`src/rtl/z80_io_master.sv`:
```
// Z80 I/O bus master: runs one IN/OUT cycle (T1, T2, TW..., T3) per accepted request.
// Optional wait-state timeout is enabled by defining Z80_IOM_TIMEOUT_EN.
module z80_io_master #(
    parameter int unsigned TDIV     = 2,
    parameter int unsigned WAIT_MAX = 255
) (
    input  logic       clk,
    input  logic       reset_n,
    input  logic       req_valid,
    output logic       req_ready,
    input  logic       req_write,
    input  logic [7:0] req_addr,
    input  logic [7:0] req_wdata,
    output logic       rsp_valid,
    output logic [7:0] rsp_rdata,
    output logic       rsp_timeout,
    output logic [7:0] address,
    output logic [7:0] d_out,
    output logic       d_oe,
    input  logic [7:0] d_in,
    output logic       iorq_n,
    output logic       rd_n,
    output logic       wr_n,
    input  logic       wait_n
);

    typedef enum logic [2:0] {StIdle, StT1, StT2, StTw, StT3} state_e;

    state_e     state_q, state_d;
    logic [3:0] sub_q, sub_d;
    logic       started_q;
    logic       write_q;
    logic [7:0] addr_q, wdata_q, rdata_q;
    logic       rsp_valid_q, rsp_valid_d;
    logic       accept, sub_last, strobe, tw_expired, abort;

    assign sub_last = (sub_q == 4'(TDIV - 1));
    assign accept   = req_valid && req_ready;
    assign abort    = (state_q == StTw) && sub_last && !wait_n && tw_expired;

`ifdef Z80_IOM_TIMEOUT_EN
    logic [7:0] tw_cnt_q, tw_cnt_d;
    logic       timeout_q;

    // Counts completed TW states of the current cycle.
    assign tw_expired = (tw_cnt_q == 8'(WAIT_MAX - 1));

    always_comb begin
        tw_cnt_d = tw_cnt_q;
        if (state_q == StT2) begin
            tw_cnt_d = '0;
        end else if (state_q == StTw && sub_last) begin
            tw_cnt_d = tw_cnt_q + 8'd1;
        end
    end

    always_ff @(posedge clk or negedge reset_n) begin
        if (!reset_n) begin
            tw_cnt_q  <= '0;
            timeout_q <= 1'b0;
        end else begin
            tw_cnt_q  <= tw_cnt_d;
            timeout_q <= abort;
        end
    end

    assign rsp_timeout = timeout_q;
`else
    logic [7:0] unused_wait_max;
    assign unused_wait_max = 8'(WAIT_MAX);
    assign tw_expired      = 1'b0;
    assign rsp_timeout     = 1'b0;
`endif

    always_comb begin
        state_d     = state_q;
        sub_d       = sub_q;
        rsp_valid_d = 1'b0;
        if (state_q != StIdle) begin
            sub_d = sub_last ? 4'd0 : sub_q + 4'd1;
        end
        unique case (state_q)
            StIdle: if (accept) state_d = StT1;
            StT1:   if (sub_last) state_d = StT2;
            StT2:   if (sub_last) state_d = StTw;
            StTw: begin
                if (sub_last) begin
                    if (wait_n) begin
                        state_d = StT3;
                    end else if (abort) begin
                        state_d     = StIdle;
                        rsp_valid_d = 1'b1;
                    end
                end
            end
            StT3: begin
                if (sub_last) begin
                    state_d     = StIdle;
                    rsp_valid_d = 1'b1;
                end
            end
            default: state_d = StIdle;
        endcase
    end

    always_ff @(posedge clk or negedge reset_n) begin
        if (!reset_n) begin
            state_q     <= StIdle;
            sub_q       <= '0;
            started_q   <= 1'b0;
            write_q     <= 1'b0;
            addr_q      <= '0;
            wdata_q     <= '0;
            rdata_q     <= '0;
            rsp_valid_q <= 1'b0;
        end else begin
            state_q     <= state_d;
            sub_q       <= sub_d;
            started_q   <= 1'b1;
            rsp_valid_q <= rsp_valid_d;
            if (accept) begin
                write_q <= req_write;
                addr_q  <= req_addr;
                wdata_q <= req_wdata;
            end
            if (state_q == StT3 && sub_last && !write_q) begin
                rdata_q <= d_in;
            end
        end
    end

    // Strobes decode straight from state so an async reset releases them at once.
    assign strobe    = (state_q == StT2) || (state_q == StTw) || (state_q == StT3);
    assign iorq_n    = !strobe;
    assign rd_n      = !(strobe && !write_q);
    assign wr_n      = !(strobe && write_q);
    assign d_oe      = write_q && (state_q != StIdle);
    assign d_out     = wdata_q;
    assign address   = addr_q;
    assign req_ready = (state_q == StIdle) && started_q;
    assign rsp_valid = rsp_valid_q;
    assign rsp_rdata = rdata_q;

endmodule

```
`config.mk`:
```
export PLATFORM = sky130hd
export DESIGN_NAME = z80_io_master
export DESIGN_NICKNAME = d
export VERILOG_FILES = /design/src/rtl/z80_io_master.sv
export SDC_FILE = /design/constraint.sdc
export NUM_CORES = 1
export LEC_CHECK = 0
export CAP_MARGIN = 10
export CORE_UTILIZATION = 30
export DETAILED_ROUTE_END_ITERATION = 12
export SLEW_MARGIN = 20
export SYNTH_ARGS = -nofsm -noshare
export SYNTH_HDL_FRONTEND = slang
export SYNTH_SLANG_ARGS = --single-unit
```
`constraint.sdc`:
```
create_clock -name clk -period 2.6 [get_ports clk]
set_input_delay 0.52 -clock clk [delete_from_list [all_inputs] [get_ports clk]]
set_output_delay 0.52 -clock clk [all_outputs]
set_load 0.005 [all_outputs]
```
==> results.rst <==
.. list-table::
   :header-rows: 1

   * - Metric
     - Value
   * - Maximum fanout along the worst path
     - 6
   * - Failing checks
     - design-rule violations
   * - Number of buffers inserted during clock tree synthesis
     - 5
   * - Met2 global-route usage
     - 21.4%
   * - Cell types with the largest area share after synthesis
     - sky130_fd_sc_hd__dfrtp_1 (59%), sky130_fd_sc_hd__mux2_2 (11%), sky130_fd_sc_hd__mux2_4 (8.4%), sky130_fd_sc_hd__mux2_1 (2.4%), sky130_fd_sc_hd__xnor2_1 (1.8%)
   * - Starting density of the core
     - 32.0%
   * - Number of storage elements in the synthesis netlist
     - 34
   * - Clock edge transition at the registers on the reported setup and hold paths
     - 0.07 ns
   * - First-pass GRT wire length
     - 4860 microns
   * - Fraction of layout instances using a drive strength above 1
     - 27.0%
   * - Number of enable-type register cells in the synthesized netlist
     - 0
   * - Met1 track demand over resource
     - 14.6%
   * - Standard cell area after detailed placement
     - 2070 sq um
   * - Reg-to-Reg Start
     - state_q[0]
   * - Nature of the critical path endpoint
     - output pin
   * - Dominant cell by count in the synthesized netlist
     - sky130_fd_sc_hd__dfrtp_1
   * - Cell variety after synth
     - 32
   * - Max-Cap Viols
     - 0
   * - Worst skew pair latency
     - 0.28 ns
   * - Wire length per cell after detailed routing
     - 13.9 microns
   * - IO buf count
     - 58
   * - Fmax
     - 0.409 GHz
   * - Required time at the endpoint of the critical path
     - 2.08 ns
   * - Number of hold buffers added after CTS
     - 0
   * - Time the final worst path needs with I/O delays and setup
     - 2.44 ns
   * - Sum Neg Setup Slack
     - 0 ns
   * - P&R area growth vs syn
     - 52.8%
   * - Die Height
     - 71.1 microns
   * - Final setup violation count
     - 0
   * - Worst VDD drop
     - 0.305 mV
   * - Multi-input combinational cell area
     - 549 sq um
   * - Global-route track usage on met3
     - 5.13%
   * - LEAKAGE
     - 0.949 nW
   * - Nets@finish
     - 192
   * - Clock Skew
     - 0.00579 ns
   * - Std-Cell Rows
     - 24
   * - Initial antenna violation count
     - 0
   * - Die Outline Area
     - 5050 sq um
   * - Power density cells
     - 1010 nW/um^2
   * - Slew @ Worst Pin
     - 0.619 ns
   * - Iteration count of the initial detailed-routing pass
     - 10
   * - Beginning of the worst hold path
     - d_out[1]
   * - Num Clock Sinks
     - 34
   * - Overall via count from detail_route
     - 989
   * - Area used by sequential logic in the layout
     - 855 sq um
   * - Number of nets produced by synthesis
     - 125
   * - Arrival time worst endpoint
     - 1.92 ns
   * - Ratio of final minimum period to clock period
     - 94.0%
   * - Number of instances in the synthesized netlist
     - 96
   * - Most frequently used flop master after synthesis
     - sky130_fd_sc_hd__dfrtp_1
   * - Start point of the critical path
     - state_q[1]
   * - Via count of the first global-routing pass
     - 1010
   * - Total Wirelength
     - 2990 microns
   * - Fin area
     - 2190 sq um
   * - HPWL after detailed placement
     - 2180 microns
   * - Largest net degree at the start of global routing
     - 35
   * - Total routing usage reported by global routing
     - 12.9%
   * - Violation count after the first detailed-route iteration
     - 49
   * - Async SR Flop Fraction
     - 100%
   * - Highest-utilization routing layer at the global route stage
     - met2
   * - Worst setup SP type
     - register
   * - Mapped cell area
     - 1430 sq um
   * - Clock Tree Root
     - sky130_fd_sc_hd__clkbuf_8
   * - Headroom to the max-slew limit
     - 58.7%
   * - Avg Cell Area, Syn
     - 14.9 sq um
   * - Post-layout utilization of the core
     - 48.9%
   * - Setup Crit Path Kind
     - reg2out
   * - Number of top-level pins
     - 60
   * - Synth top cells by count
     - sky130_fd_sc_hd__dfrtp_1 (34), sky130_fd_sc_hd__mux2_2 (14), sky130_fd_sc_hd__mux2_4 (8)
   * - Number of antenna diodes
     - 0
   * - Residual overflow from global routing
     - 0
   * - Die X
     - 71.1 microns
   * - Final number of max-transition violations
     - 0
   * - Result of the run
     - finished with violations
   * - Per-cell via count in the routed design
     - 4.60
   * - Cell type with the largest total area after synthesis
     - sky130_fd_sc_hd__dfrtp_1
   * - Layout fillers
     - 392
   * - Final routed DRC violation total
     - 9
   * - Unrepaired setup endpoints after global routing
     - false
   * - Number of buffers on the longest clock path
     - 2
   * - Number of hold violations in the final report
     - 0
   * - TritonCTS clock tree
     - built
   * - Share of Yosys cell area claimed by the top area cell type
     - 59.4%
   * - Number of warnings issued by yosys
     - 0
   * - GPL Wtd Cong
     - 0.690
   * - Remaining number of nets flagged by the antenna check after routing
     - 0
   * - H-tree lvl count
     - 2
   * - Hold Path Class
     - reg2reg
   * - Share of synthesized area occupied by flip-flops and latches
     - 59.4%
   * - Core area
     - 4470 sq um
## worst paths after layout
| check | to | slack [ns] | cells past startpoint |
|---|---|---|---|
| worst min-delay path | d_out[1] | 0.48 | 1 |
| max in group asynchronous | state_q[0] | 1.62 | 2 |
| worst min register to register | d_out[1] | 0.48 | 1 |
| worst max-delay path | wr_n | 0.16 | 4 |
| worst max register to register | address[6] | 0.58 | 6 |
| min in group asynchronous | address[7] | 0.65 | 2 |
## through the flow
step	hold WS, ns	worst slack, ns	total power, mW	std cells
floorplan	0.224	0.743	1.27	96
global placement	0.468	0.343	1.79	204
CTS	0.492	0.00279	2.19	211
finish	0.484	0.156	2.21	215
detailed placement	0.477	0.309	1.82	204
global route	0.516	0.106	2.35	215
## kinds of logic after synthesis
group | count (synthesis) | synth area share [%]
simple gates | 18 | 10.1
xor+xnor | 3 | 1.84
buf+inv | 6 | 2.36
mux | 25 | 21.8
compound gates | 8 | 4.02
flops | 34 | 59.4
other cells | 2 | 0.525
## report_power, final
group          switching (mW)  total (mW)  internal, mW
Clock                   0.180       0.360         0.179
Sequential              0.136       0.878         0.742
Combinational           0.287       0.972         0.685
## sequential cells by signal, summed over array words and instances, names as in the netlist
register   flops
write_q        1
sub_q          4
rsp_rdata      8
d_out          8
rsp_valid      1
address        8
state_q        3
started_q      1
## what timing repair did
item,CTS,global route
pin swaps,0,1
cloned,0,0
gates resized for setup,1,4
setup endpoints to repair,1,1
buffers inserted,0,4
## per-layer routing
metal,wire (microns),vias up
met5,0,-
met4,32,0
met3,243,3
met2,1450,47
met1,1260,474
li1,-,465
## cells in the final DEF (no fill, tap or decap), types with 2 or more instances in the layout
master | netlist | final
sky130_fd_sc_hd__mux2_4 | 8 | 8
sky130_fd_sc_hd__o21ai_0 | 2 | 2
sky130_fd_sc_hd__clkinv_2 | 0 | 2
sky130_fd_sc_hd__clkbuf_8 | 0 | 5
sky130_fd_sc_hd__dfrtp_2 | 0 | 3
sky130_fd_sc_hd__mux2_1 | 3 | 3
sky130_fd_sc_hd__xnor2_1 | 3 | 3
sky130_fd_sc_hd__buf_4 | 2 | 7
sky130_fd_sc_hd__nor2b_1 | 3 | 2
sky130_fd_sc_hd__mux2_2 | 14 | 14
sky130_fd_sc_hd__nand2b_1 | 2 | 2
sky130_fd_sc_hd__conb_1 | 2 | 2
sky130_fd_sc_hd__clkdlybuf4s50_1 | 0 | 57
sky130_fd_sc_hd__dfrtp_1 | 34 | 31
## cell type report
class	count	share of cell area (%)
flip-flops and latches	34	39.1
repair buffers	65	29.1
multi-input cells	56	25.1
clock buffers	5	3.15
well taps	52	2.97
clock inverters	2	0.458
inverters	1	0.172
## worst max-delay path, stage by stage, from the launching register on
cell                              delay (ns)
sky130_fd_sc_hd__dfrtp_2                0.44
sky130_fd_sc_hd__or3b_4                 0.43
sky130_fd_sc_hd__nor2b_2                0.19
sky130_fd_sc_hd__nand2b_1               0.14
sky130_fd_sc_hd__clkdlybuf4s50_1        0.44
(Power assumes the default switching activity.)
